## config.mk

```make
export PLATFORM = sky130hd
export DESIGN_NAME = cla_serial_adder
export DESIGN_NICKNAME = d
export VERILOG_FILES = /design/src/rtl/cla_pkg.sv /design/src/rtl/cla4.sv /design/src/rtl/cla_serial_adder.sv
export SDC_FILE = /design/constraint.sdc
export NUM_CORES = 1
export LEC_CHECK = 0
export CAP_MARGIN = 20
export CORE_UTILIZATION = 46
export CTS_CLUSTER_DIAMETER = 120
export DETAILED_ROUTE_END_ITERATION = 10
export GPL_TIMING_DRIVEN = 0
export PLACE_DENSITY = 0.82
export SYNTH_ARGS = -nofsm -noshare
export SYNTH_HDL_FRONTEND = slang
export SYNTH_SLANG_ARGS = --single-unit
```

## constraint.sdc

```tcl
create_clock -name clk -period 2.4 [get_ports clk]
set_clock_uncertainty 0.05 [all_clocks]
set_input_delay 0.72 -clock clk [delete_from_list [all_inputs] [get_ports clk]]
set_output_delay 0.72 -clock clk [all_outputs]
set_load 0.02 [all_outputs]
```

## src/rtl/cla_pkg.sv

```systemverilog
// Shared types and constants for the nibble-serial carry-lookahead adder.
package cla_pkg;

  localparam int unsigned NIBBLE_W = 4;

  typedef enum logic [1:0] {IDLE, RUN, DONE} state_t;

  // Counter width for a given slice count; never below one bit.
  function automatic int unsigned cnt_w(input int unsigned n);
    return (n > 1) ? $clog2(n) : 1;
  endfunction

endpackage

```

## src/rtl/cla4.sv

```systemverilog
// Combinational 4-bit carry-lookahead slice with carry-in.
module cla4
  import cla_pkg::*;
(
  input  logic [NIBBLE_W-1:0] a_i,
  input  logic [NIBBLE_W-1:0] b_i,
  input  logic                cin_i,
  output logic [NIBBLE_W-1:0] s_o,
  output logic                cout_o
);

  logic [NIBBLE_W-1:0] g;
  logic [NIBBLE_W-1:0] p;
  logic [NIBBLE_W:0]   c;

  assign g = a_i & b_i;
  assign p = a_i | b_i;

  assign c[0] = cin_i;
  assign c[1] = g[0] | (p[0] & c[0]);
  assign c[2] = g[1] | (p[1] & g[0]) | (p[1] & p[0] & c[0]);
  assign c[3] = g[2] | (p[2] & g[1]) | (p[2] & p[1] & g[0]) | (p[2] & p[1] & p[0] & c[0]);
  assign c[4] = g[3] | (p[3] & g[2]) | (p[3] & p[2] & g[1]) | (p[3] & p[2] & p[1] & g[0]) |
                (p[3] & p[2] & p[1] & p[0] & c[0]);

  assign s_o    = a_i ^ b_i ^ c[NIBBLE_W-1:0];
  assign cout_o = c[NIBBLE_W];

endmodule

```

## src/rtl/cla_serial_adder.sv

```systemverilog
// Wide adder that streams operands one nibble per cycle through a cla4 slice.
// Optional subtraction (a - b) is enabled by defining CLA_SUBTRACT_EN.
module cla_serial_adder
  import cla_pkg::*;
#(
  parameter int unsigned NIBBLES = 4
) (
  input  logic                        clk,
  input  logic                        rst_n,
  input  logic                        in_valid_i,
  output logic                        in_ready_o,
  input  logic [NIBBLE_W*NIBBLES-1:0] a_i,
  input  logic [NIBBLE_W*NIBBLES-1:0] b_i,
`ifdef CLA_SUBTRACT_EN
  input  logic                        sub_i,
`endif
  output logic                        out_valid_o,
  input  logic                        out_ready_i,
  output logic [NIBBLE_W*NIBBLES-1:0] sum_o,
  output logic                        carry_out_o,
  output logic                        busy_o
);

  localparam int unsigned W    = NIBBLE_W * NIBBLES;
  localparam int unsigned CntW = cnt_w(NIBBLES);

  state_t            state_q, state_d;
  logic [CntW-1:0]   cnt_q, cnt_d;
  logic [W-1:0]      a_q, a_d;
  logic [W-1:0]      b_q, b_d;
  logic [W-1:0]      sum_q, sum_d;
  logic              carry_q, carry_d;
  logic              cout_q, cout_d;

  logic [W-1:0]          b_in;
  logic                  cin_in;
  logic [NIBBLE_W-1:0]   slice_s;
  logic                  slice_c;
  logic                  cnt_last;

  cla4 u_cla4 (
    .a_i    (a_q[cnt_q*NIBBLE_W +: NIBBLE_W]),
    .b_i    (b_q[cnt_q*NIBBLE_W +: NIBBLE_W]),
    .cin_i  (carry_q),
    .s_o    (slice_s),
    .cout_o (slice_c)
  );

  assign cnt_last = (cnt_q == CntW'(NIBBLES - 1));

  // Subtraction is a + ~b + 1, so only the operand and seed carry change.
  always_comb begin
    b_in   = b_i;
    cin_in = 1'b0;
`ifdef CLA_SUBTRACT_EN
    if (sub_i) begin
      b_in   = ~b_i;
      cin_in = 1'b1;
    end
`endif
  end

  always_comb begin
    state_d = state_q;
    cnt_d   = cnt_q;
    a_d     = a_q;
    b_d     = b_q;
    sum_d   = sum_q;
    carry_d = carry_q;
    cout_d  = cout_q;
    unique case (state_q)
      IDLE: begin
        if (in_valid_i) begin
          a_d     = a_i;
          b_d     = b_in;
          carry_d = cin_in;
          cnt_d   = '0;
          state_d = RUN;
        end
      end
      RUN: begin
        sum_d[cnt_q*NIBBLE_W +: NIBBLE_W] = slice_s;
        carry_d = slice_c;
        cnt_d   = cnt_q + CntW'(1);
        if (cnt_last) begin
          cout_d  = slice_c;
          cnt_d   = '0;
          state_d = DONE;
        end
      end
      DONE: begin
        if (out_ready_i) begin
          state_d = IDLE;
        end
      end
      default: state_d = IDLE;
    endcase
  end

  always_ff @(posedge clk or negedge rst_n) begin
    if (!rst_n) begin
      state_q <= IDLE;
      cnt_q   <= '0;
      a_q     <= '0;
      b_q     <= '0;
      sum_q   <= '0;
      carry_q <= 1'b0;
      cout_q  <= 1'b0;
    end else begin
      state_q <= state_d;
      cnt_q   <= cnt_d;
      a_q     <= a_d;
      b_q     <= b_d;
      sum_q   <= sum_d;
      carry_q <= carry_d;
      cout_q  <= cout_d;
    end
  end

  assign in_ready_o  = (state_q == IDLE);
  assign out_valid_o = (state_q == DONE);
  assign busy_o      = (state_q != IDLE);
  assign sum_o       = sum_q;
  assign carry_out_o = cout_q;

endmodule
```

After elaboration in Yosys (flattened, before gate mapping)
Cells that the tools add are included.
Widths: inputs -> output; s select.
- register bits after elaboration: 54
- bits of input ports: 36
- output and inout bits: 20
- word-level logic and storage cells: 66
- add/sub/neg operators: 2
- equality and inequality tests: 6
- shift operators: 4
- muxes and demuxes: 10
- bitwise operators: 30
- reductions and logical operators: 7
- operators with widths (cell ; count):
    $neg 4->34 ; 1
    $shift 4x34->16 const A ; 1
    $shiftx 4x34->16 ; 1
    $shiftx 16x5->4 ; 2
    $and 1x1->1 ; 16
    $bwmux 16 ; 1
    $mux 2 ; 5
    $or 1x1->1 ; 10
    $xor 4x4->4 ; 2
    $pmux 2 s3 ; 1
    $reduce_and 2->1 ; 3
    $and 4x4->4 ; 1
    $eq 2x2->1 const B ; 2
    $ne 2x2->1 const B ; 2
    $or 4x4->4 ; 1
    $pmux 2 s2 ; 1
    $reduce_bool 2->1 ; 2
    $reduce_and 3->1 ; 1
    $add 2x1->2 const B ; 1
    $eq 2x1->1 const B ; 1
    $logic_not 2->1 ; 1
    $ne 2x1->1 const B ; 1
    $pmux 1 s2 ; 1
    $mux 1 ; 1

Longest topological paths before layout
- word-level depth: 9
- depth in mapped cells: 9
- gate-level depth less buffers: 7

Cells and area by module
A second synthesis with hierarchy kept.
- cells, all modules: 216
- area, all modules: 2786.4 µm²
- by module, submodules not included (module ; times used ; cells each ; area an instance (µm²) ; sequential area each (µm²)):
    cla_serial_adder ; 1 ; 178 ; 2509.9 ; 1351.3
    cla4 ; 1 ; 38 ; 276.5 ; 0.0

Worst setup path before layout
No wires, ideal clock.
- path kind: reg2reg
- from: register cnt_q[0]
- to: register sum_q[15] (netlist: sum_o[15])
- setup time: 0.122 ns
- arrival: 2.308 ns
- data required time: 2.228 ns
- slack: -0.080 ns
- stages on the path, launching flop included: 10
- path buffers: 2
- clock period less this slack: 2.480 ns
- cell sequence: dfrtp_1 > buf_2 > buf_6 > mux4_2 > inv_1 > ha_1 > nor2_1 > a21o_1 > or3_4 > a32o_1
- word-level cells in the longest chain between the ends: 9
- elaborated cells on any way between the ends: 25
- classes of those cells: add/sub (1); shift (4); mux (1); bitwise (19)
- ends and longest elaborated chain (what ; line ; source):
    from (decl) ; cla_serial_adder.sv:28 ; logic [CntW-1:0] cnt_q, cnt_d;
    from (signal assigned) ; cla_serial_adder.sv:111 ; cnt_q <= cnt_d;
    $shiftx 16x5->4 (on tied branches) ; cla_serial_adder.sv:42, cla_serial_adder.sv:43 ;
    $or 4x4->4 / $and 4x4->4 (equally long branches) ; cla4.sv:17, cla4.sv:16 ;
    $and 1x1->1 ; cla4.sv:22 ; assign c[3] = g[2] | (p[2] & g[1]) | (p[2] & p[1] & g[0]) | (p[2] & p[1] & p[0] & c[0]);
    $or 1x1->1 / $and 1x1->1 (equally long branches) (2 in a row) ; cla4.sv:22 ;
    $or 1x1->1 ; cla4.sv:22 ;
    $xor 4x4->4 ; cla4.sv:26 ; assign s_o = a_i ^ b_i ^ c[NIBBLE_W-1:0];
    $shiftx 4x34->16 ; cla_serial_adder.sv:82 ; sum_d[cnt_q*NIBBLE_W +: NIBBLE_W] = slice_s;
    $bwmux 16 * ; cla_serial_adder.sv:82 ;
    to (signal assigned) ; cla_serial_adder.sv:114 ; sum_q <= sum_d;
    to (decl) ; cla_serial_adder.sv:31 ; logic [W-1:0] sum_q, sum_d;
Every way passes the cells marked *; elsewhere a longest branch is shown, timed or not.
A chain may end at the register's enable or synchronous reset.

Worst setup path after layout
Same ends and word-level chain as after synthesis.

==> impl_metrics.ini <==
[grt]
antenna_found_initial = 0
grt_start_max_net_pins = 43
grt_pass1_wl_mm = 9.03
grt_pass1_vias = 1864
grt_overflow = 0
track_usage_pct = 19.0

[detailed_routing]
routed_wl_mm = 5.28
drc = 0
via_count = 1786
postRouteAntennaNets = 0
viasPerCell = 5.32
dr.pass1.iters = 4
first_iter_violations = 58
wire_per_inst_um = 15.7

[synth]
synth_edf_count = 0
synth_area_um2 = 2750
synth_seq_area_share_pct = 49.2
ys_ff_latch = 54
ys.flop_type = dfrtp_1
yosys_warnings = 0
synthCells = 193
netlist-cell-type-count = 29
synth_nets = 244
async_flop_share_pct = 100
postSynthAreaPerCell_um2 = 14.2

[floorplanning]
die_h_um = 79.3
fp.dieArea_um2 = 6290
die_w_um = 79.3
io_pins = 56
coreArea_um2 = 5640
start_util_pct = 48.7
rows = 27

[sta]
setup_viol = 8
slew_headroom_pct = 69.3
fin_crit_ns = 2.46
timing.final.crit_share_pct = 102
clock.fmax_ghz = 0.407
setup_slack_ns = -0.0575
slew_viol_final = 0
setup_tns_ns = -0.289
hold_viol = 0
tightestPinTransition_ns = 0.456
rsz0062_at_grt = true

[worst_setup_path]
cp-end-kind = register
critPathKind = register to register
rrSetupSlack_ns = -0.06
crit_arrival_ns = 2.61
cp-start-kind = register
crit_required_ns = 2.55
cp_max_fo = 7

[flow_run]
maxCapViolations = 0

[place]
place_inst = 321
routabilityCongestion = 0.797
io_buffers = 55
hpwl_mm = 3.98
dpl_cell_area_um2 = 3430

[clock_network]
cts.clk_slew.worst_paths_ns = 0.09
clk_latency_ns = 0.31
cts-root-buf = clkbuf_8
ctsHoldBuffers = 0
cts_inserted_buffers = 5
tritoncts = yes
htree_levels = 2
clock_sinks = 54
cts_max_path_buffers = 2

[cells_and_area]
final_cell_mix = dfrtp_1, clkdlybuf4s50_1, mux2_4
nets = 314
drive_gt1_share_pct = 32.2
syn_to_final_growth_pct = 32.0
fin_cells = 336
antenna_cells = 0
utilization_pct = 64.3
final_area_um2 = 3630

[pwr]
irDropWorstVdd_mv = 0.680
power.density_nw_per_um2 = 1530
p_leak_uw = 0.00161
p_total_uw = 5560

[status]
status = complete, but fails checks
failed_checks = setup timing

[hold_path]
hp-class = primary input to async pin
repair_timing:
item	in CTS	in global routing
pin swaps	0	3
setup buffers	6	1
resized for setup	8	8
setup endpoints to repair	14	14
critical path, cell delays in order, from the launching register on:
cell and delay, ns:
dfrtp_1 0.38, buf_6 0.14, buf_12 0.13, mux4_2 0.56, inv_2 0.10, ha_4 0.13, nor2b_2 0.04, a21o_1 0.16
or3_4 0.39, a32o_1 0.27
cells in the mapped netlist, types with 4 or more instances:
master / n / area share (%)
dfrtp_1: 54 / 49
mux2_2: 4 / 1.6
nand2_1: 11 / 1.5
mux4_2: 8 / 6.6
nor4_2: 4 / 1.8
o21ai_0: 4 / 0.73
ha_1: 14 / 6.4
a32o_1: 6 / 2.2
inv_1: 15 / 2.0
a21oi_1: 4 / 0.73
mux2_4: 28 / 15
a22o_1: 8 / 2.5
buf_6: 4 / 1.6
power breakdown:
group | total [uW] | internal (uW) | switching, uW | leakage [uW]
clock network | 524 | 233 | 291 | 0.0000482
registers | 1590 | 1340 | 255 | 0.000669
logic | 3440 | 1830 | 1610 | 0.000895
metal layers:
layer | wire, um | GRT usage [%] | up-vias
li1 | - | - | 829
met1 | 2360 | 24.5 | 888
met2 | 2650 | 32.6 | 61
met3 | 198 | 3.79 | 8
met4 | 77 | 5.09 | 0
met5 | 0 | 0 | -
registers in the layout, indices dropped and copies added (netlist names):
register / flops
carry_q: 1
sum_o: 16
state_q: 2
b_q: 16
cnt_q: 2
carry_out_o: 1
a_q: 16
cell type report:
cell class / instances / area, um2
repair buffers: 63 / 631
inverters: 15 / 56.3
plain buffers: 8 / 82.6
clock inverters: 1 / 5.00
flip-flops and latches: 54 / 1350
clock buffers: 7 / 86.3
well taps: 72 / 90.1
multi-input cells: 116 / 1330
fillers: 437 / 2010
through the flow:
step / setup slack (ns) / hold slack, ns
final: -0.0575 / 0.230
after CTS: -0.0229 / 0.231
after detailed placement: -0.180 / 0.432
after floorplan: 0.00155 / 0.374
after global placement: -0.949 / 0.432
after global routing: -0.136 / 0.246
kinds of logic (layout without fill, tap and decap cells):
group,after synthesis,after routing,synth area share (%)
buffers and inverters,23,94,4.46
multiplexers,40,40,23.5
AND/OR/NAND/NOR,28,28,6.37
AO/OA/AOI/OAI,32,32,9.10
adder cells (fa/ha/maj),15,15,7.10
flip-flops,54,54,49.2
XOR/XNOR,1,1,0.319
final timing paths:
check / startpoint / endpoint / depth (start not counted)
max: cnt_q[0]$_DFFE_PN0P_ / sum_o[15]$_DFFE_PN0P_ / 9
min: rst_n / sum_o[9]$_DFFE_PN0P_ / 1
max reg2reg: cnt_q[0]$_DFFE_PN0P_ / sum_o[15]$_DFFE_PN0P_ / 9
min reg2reg: sum_o[14]$_DFFE_PN0P_ / sum_o[14]$_DFFE_PN0P_ / 1
max in group asynchronous: rst_n / state_q[0]$_DFFE_PN0P_ / 2
min in group clk: sum_o[14]$_DFFE_PN0P_ / sum_o[14]$_DFFE_PN0P_ / 1
Power figures use the tool's default switching activity.
